===== config.mk =====
export PLATFORM = sky130hd
export DESIGN_NAME = gb_stream_arbiter
export DESIGN_NICKNAME = d
export VERILOG_FILES = /design/src/rtl/gb_stream_arbiter_pkg.sv /design/src/rtl/gb_stream_arbiter_rr_pick.sv /design/src/rtl/gb_stream_arbiter.sv
export SDC_FILE = /design/constraint.sdc
export NUM_CORES = 1
export LEC_CHECK = 0
export CAP_MARGIN = 40
export CORE_UTILIZATION = 37
export CTS_CLUSTER_SIZE = 10
export DETAILED_ROUTE_END_ITERATION = 8
export PLACE_DENSITY_LB_ADDON = 0.08
export SETUP_SLACK_MARGIN = 0.02
export SLEW_MARGIN = 15
export SYNTH_ARGS = -nofsm -noshare
export SYNTH_HDL_FRONTEND = slang
export SYNTH_SLANG_ARGS = --single-unit

===== constraint.sdc =====
create_clock -name clk -period 2.5 [get_ports clk]
set_clock_uncertainty 0.1 [all_clocks]
set_input_delay 0.5 -clock clk [delete_from_list [all_inputs] [get_ports clk]]
set_output_delay 0.5 -clock clk [all_outputs]
set_load 0.1 [all_outputs]

===== src/rtl/gb_stream_arbiter_pkg.sv =====
// Shared definitions for the gray-balance stream arbiter family:
// controller state encodings and Avalon-ST video packet type codes.
package gb_pkg;

    // One-hot controller states
    typedef enum logic [2:0] {
        ST_IDLE  = 3'b001,
        ST_GRANT = 3'b010,
        ST_PASS  = 3'b100
    } gb_state_e;

    // Packet type nibble carried in the SOP beat (low bits of colour plane 0)
    localparam logic [3:0] PKT_VIDEO = 4'h0;
    localparam logic [3:0] PKT_CTRL  = 4'hF;

    // A frame ends only on the EOP of a video-data packet
    function automatic logic isFrameEnd(input logic [3:0] pktType);
        return (pktType == PKT_VIDEO);
    endfunction

endpackage


===== src/rtl/gb_stream_arbiter_rr_pick.sv =====
// Two-way round-robin picker: when both inputs request, the one that did
// not win last time is chosen; a lone requester always wins.
module gb_rr_pick (
    input  logic [1:0] req_i,
    input  logic       last_i,
    output logic       grant_o,
    output logic       any_o
);

    // Winner index and request-present flag
    always_comb begin
        any_o = |req_i;
        if (&req_i) begin
            grant_o = ~last_i;
        end else begin
            grant_o = req_i[1];
        end
    end

endmodule


===== src/rtl/gb_stream_arbiter.sv =====
// Frame-granular two-input Avalon-ST video arbiter. A granted source keeps
// the output until the EOP of a video-data packet; the datapath is a
// zero-latency mux, the controller a small registered FSM.
module gb_stream_arbiter
    import gb_pkg::*;
#(
    parameter int DATA_WIDTH = 14,
    parameter int COLOR_BITS = 14
) (
    input  logic                  clk,
    input  logic                  rst_n,
    input  logic [DATA_WIDTH-1:0] din0_data,
    input  logic                  din0_valid,
    input  logic                  din0_startofpacket,
    input  logic                  din0_endofpacket,
    output logic                  din0_ready,
    input  logic [DATA_WIDTH-1:0] din1_data,
    input  logic                  din1_valid,
    input  logic                  din1_startofpacket,
    input  logic                  din1_endofpacket,
    output logic                  din1_ready,
    output logic [DATA_WIDTH-1:0] dout_data,
    output logic                  dout_valid,
    output logic                  dout_startofpacket,
    output logic                  dout_endofpacket,
    input  logic                  dout_ready,
    input  logic [1:0]            src_enable,
    output logic                  cur_sel,
    output logic                  busy
);

    // Plane 0 occupies the lowest COLOR_BITS bits; its bottom nibble is the type
    localparam int TYPE_LSB = COLOR_BITS * 0;

    gb_state_e             state_q, state_d;
    logic                  curSel_q, curSel_d;
    logic [3:0]            pktType_q, pktType_d;

    logic [1:0]            req;
    logic                  pickGrant;
    logic                  pickAny;
    logic [DATA_WIDTH-1:0] selData;
    logic                  selValid;
    logic                  selSop;
    logic                  selEop;
    logic [3:0]            beatType;

    assign req[0] = din0_valid & din0_startofpacket & src_enable[0];
    assign req[1] = din1_valid & din1_startofpacket & src_enable[1];

    gb_rr_pick u_pick (
        .req_i   (req),
        .last_i  (curSel_q),
        .grant_o (pickGrant),
        .any_o   (pickAny)
    );

    // Source mux for the granted input; single-beat packets take their own type
    always_comb begin
        selData  = curSel_q ? din1_data          : din0_data;
        selValid = curSel_q ? din1_valid         : din0_valid;
        selSop   = curSel_q ? din1_startofpacket : din0_startofpacket;
        selEop   = curSel_q ? din1_endofpacket   : din0_endofpacket;
        beatType = selSop ? selData[TYPE_LSB +: 4] : pktType_q;
    end

    // Controller state, grant index and current packet type
    always_ff @(posedge clk or negedge rst_n) begin
        if (!rst_n) begin
            state_q   <= ST_IDLE;
            curSel_q  <= 1'b1;
            pktType_q <= PKT_VIDEO;
        end else begin
            state_q   <= state_d;
            curSel_q  <= curSel_d;
            pktType_q <= pktType_d;
        end
    end

    // Next-state, handshakes and output datapath
    always_comb begin
        state_d            = state_q;
        curSel_d           = curSel_q;
        pktType_d          = pktType_q;
        din0_ready         = 1'b0;
        din1_ready         = 1'b0;
        dout_data          = '0;
        dout_valid         = 1'b0;
        dout_startofpacket = 1'b0;
        dout_endofpacket   = 1'b0;
        unique case (state_q)
            ST_IDLE: begin
                din0_ready = rst_n & din0_valid & ~req[0];
                din1_ready = rst_n & din1_valid & ~req[1];
                if (pickAny) begin
                    curSel_d = pickGrant;
                    state_d  = ST_GRANT;
                end
            end
            ST_GRANT: begin
                state_d = ST_PASS;
            end
            ST_PASS: begin
                dout_data          = selData;
                dout_valid         = selValid;
                dout_startofpacket = selSop;
                dout_endofpacket   = selEop;
                if (curSel_q) begin
                    din1_ready = dout_ready;
                end else begin
                    din0_ready = dout_ready;
                end
                if (selValid && dout_ready) begin
                    if (selSop) begin
                        pktType_d = selData[TYPE_LSB +: 4];
                    end
                    if (selEop && isFrameEnd(beatType)) begin
                        state_d = ST_IDLE;
                    end
                end
            end
            default: begin
                state_d = ST_IDLE;
            end
        endcase
    end

    assign cur_sel = curSel_q;
    assign busy    = (state_q != ST_IDLE);

endmodule


==> flow_metrics.tcl, run 1 <==
set metrics [dict create \
    crit-reg2reg-capture "state_q[2]$_DFFE_PN0P_" \
    syn_area_um2 849.6 \
    coreArea_um2 2062 \
    finalPower_uw 885.3 \
    layout_worst_path_cycle_share_pct 96.40 \
    ff2ff_setup_slack_ps 630 \
    post_synth_main_area_contributors "sky130_fd_sc_hd__mux2i_1 (32%), sky130_fd_sc_hd__dfrtp_1 (18%), sky130_fd_sc_hd__nor2_1 (8.0%)" \
    ys_ff_latch 8 \
    critical_path.endpoint_type "output pin" \
    clock_tree.buffer_depth 2 \
    timing_worst_setup_path_type "flop to output pin" \
    yosysSeqAreaShare_pct 23.86 \
    clk_latency_ps 250 \
    setup_violations 0 \
    clkSlewWorstSetupHoldPaths_ps 50 \
    grt_resource_usage_total_pct 27.01 \
    io_buffers 59 \
    status "completed" \
    topRoutingLayerUsed "met4" \
    final_antenna_net_count 0 \
    final.min_clock_period_ps 2410 \
    leakagePower_uw 0.0007237 \
    drt-wirelength-per-cell_um 16.62 \
    final_hold_violation_count 0 \
    route.met2.wl_mm 1.623 \
    first_global_vias 1010 \
    holdCritPathClass "input port to asynchronous set/reset pin" \
    netlist.area_leader.share_pct 31.81 \
    grt_first_pass_wirelength_mm 4.954 \
    die_height_um 49.92 \
    num_antenna_cells 0 \
    r2r_start "cur_sel$_DFFE_PN1P_" \
    fin_worst_hold_slack_ps 368.6 \
    synth_top_cells_by_count "sky130_fd_sc_hd__mux2i_1 (27), sky130_fd_sc_hd__nor2_1 (18), sky130_fd_sc_hd__dfrtp_1 (6)" \
    die-area_um2 2492 \
    ios 60 \
    drc 0 \
    layout_nets 197 \
    critPathRequiredTime_ps 1900 \
    first_iter_violations 21 \
    hpwl_mm 2.544 \
    ff2ff_path_depth 5 \
    finalWeightedCongestion 0.8139 \
    number_of_synthesized_flops_with_an_enable_pin 0 \
    startpoint_class "flop" \
    timing.max_cap.violations 0 \
    gr-total-overflow 0 \
    cts_resized 0 \
    cts_tree "done" \
    timing_worst_slew_pin_value_ps 555.9 \
    slew_viol_final 0 \
    asyncSetResetFlopFracSynth_pct 100.0 \
    drive_above_1_share_pct 37.58 \
    fill_cells 87 \
    synth_top_area_cell "sky130_fd_sc_hd__mux2i_1" \
    antenna_violations_before_repair 0 \
    number_of_vias_per_cell 5.337 \
    yosys_most_used_dff "sky130_fd_sc_hd__dfrtp_1" \
    power.density_cell_area_nw_per_um2 485.0 \
    cts.repair_timing.setup_buffer_count 1 \
    clock_tree.root_cell "sky130_fd_sc_hd__clkbuf_4" \
    cts_hold_buf 0 \
    met1Wirelength_mm 1.243 \
    via_total_after_detailed_routing 982 \
    synth_area_per_cell_um2 8.850 \
    area.growth.synth_to_final_pct 114.9 \
    crit_fanout 17 \
    synth_cell_type_count 33 \
    timing.setup.tns_ps 0 \
    grt_max_degree 18 \
    drt_wl_total_mm 3.058 \
    starting_utilization_of_the_core_area_pct 41.20 \
    max_transition_margin_pct 61.88 \
    number_of_buffers_added_by_the_clock_tree_synthesis_step 3 \
    h-tree-depth 1 \
    post_synth_inst_count 96 \
    vdd_ir_drop_max_mv 0.8100 \
    pre_cts_ws_ps 127.3 \
    core.rowCount 16 \
    setup_ws_ps 90.05 \
    fp.dieW_um 49.92 \
    synth-warning-count 0 \
    max_clock_freq_mhz 414.9 \
    cp_data_arrival_time_ps 1810 \
    clkSinkCount 8 \
    grt_setup_unrepaired "no" \
    first_pass_iters 5 \
    syn_nets 135 \
    dr_wl_met3_um 161 \
    post-synth-top-count-cell "sky130_fd_sc_hd__mux2i_1" \
]
## how the worst max path moves through the flow
stage                                 startpoint                      to  slack, ps
after floorplan              cur_sel$_DFFE_PN1P_           dout_data[10]        -10
after global placement        din0_startofpacket  state_q[2]$_DFFE_PN0P_        190
after detailed placement      din0_startofpacket  state_q[2]$_DFFE_PN0P_        130
after CTS                 state_q[1]$_DFFE_PN0P_           dout_data[13]         90
after global routing         cur_sel$_DFFE_PN1P_            dout_data[1]         40
final                     state_q[1]$_DFFE_PN0P_           dout_data[13]         90
## through the flow
stage	util (%)	area [um2]	instances
2_1_floorplan	-	992.2	96
6_report	88.53	1826	184
3_3_place_gp	86.89	1792	179
5_1_grt	88.53	1826	184
4_1_cts	88.53	1826	184
3_5_place_dp	86.89	1792	179
## registers in the layout, summed over array words and instances (netlist names)
name and flops:
cur_sel 1, pktType_q 4, state_q 3
## kinds of logic (layout without fill, tap and decap cells)
family	Yosys count	after routing	share of synthesized area (%)
flops	8	8	23.86
buf+inv	11	72	7.363
mux	31	31	37.55
simple gates	34	34	20.32
compound gates	12	12	10.90
## layout make-up
type                    instances  area [um2]  area share [%]
flip-flops and latches          8       206.4           11.31
repair buffers                 64       825.8           45.24
inverters                       4       15.01          0.8225
well taps                      27       33.78           1.851
multi-input cells              77       718.2           39.34
clock buffers                   4       26.28           1.439
## worst max-delay path, cell delays in order, from the launching register on
cell	delay (ps)
sky130_fd_sc_hd__dfrtp_1	440
sky130_fd_sc_hd__or3b_2	460
sky130_fd_sc_hd__buf_4	290
sky130_fd_sc_hd__nor2_4	190
sky130_fd_sc_hd__buf_12	180
## per-layer routing
layer  GRT usage [%]  up-vias
li1                -      471
met1           30.51      452
met2           48.20       55
met3           4.630        4
met4           13.33        0
met5               0        -
## report_power, final
part	leakage [uW]	switching [uW]	internal (uW)
clock network	0.0000150	40.2	60.8
registers	0.0000892	54.4	160
logic	0.000620	320	250
total	0.000724	414	471
## cell usage in the layout (no fill, tap or decap), types with 2 or more instances in the layout
cell type and n:
sky130_fd_sc_hd__mux2_2 2, sky130_fd_sc_hd__nand2_1 2, sky130_fd_sc_hd__inv_1 4, sky130_fd_sc_hd__mux2i_1 27, sky130_fd_sc_hd__buf_12 20, sky130_fd_sc_hd__nor2_4 17, sky130_fd_sc_hd__a21oi_1 2, sky130_fd_sc_hd__dfrtp_1 6
sky130_fd_sc_hd__nand3_1 3, sky130_fd_sc_hd__clkbuf_4 3, sky130_fd_sc_hd__nand4_1 3, sky130_fd_sc_hd__clkdlybuf4s50_1 38, sky130_fd_sc_hd__buf_4 6
Power figures use the tool's default switching activity.
==> run 2, diff against run 1 <==
GPL_TIMING_DRIVEN = 1   (was unset)
==> results of run 2 <==
Same layout as run 1: the final DEF is identical, and so are final timing and power.
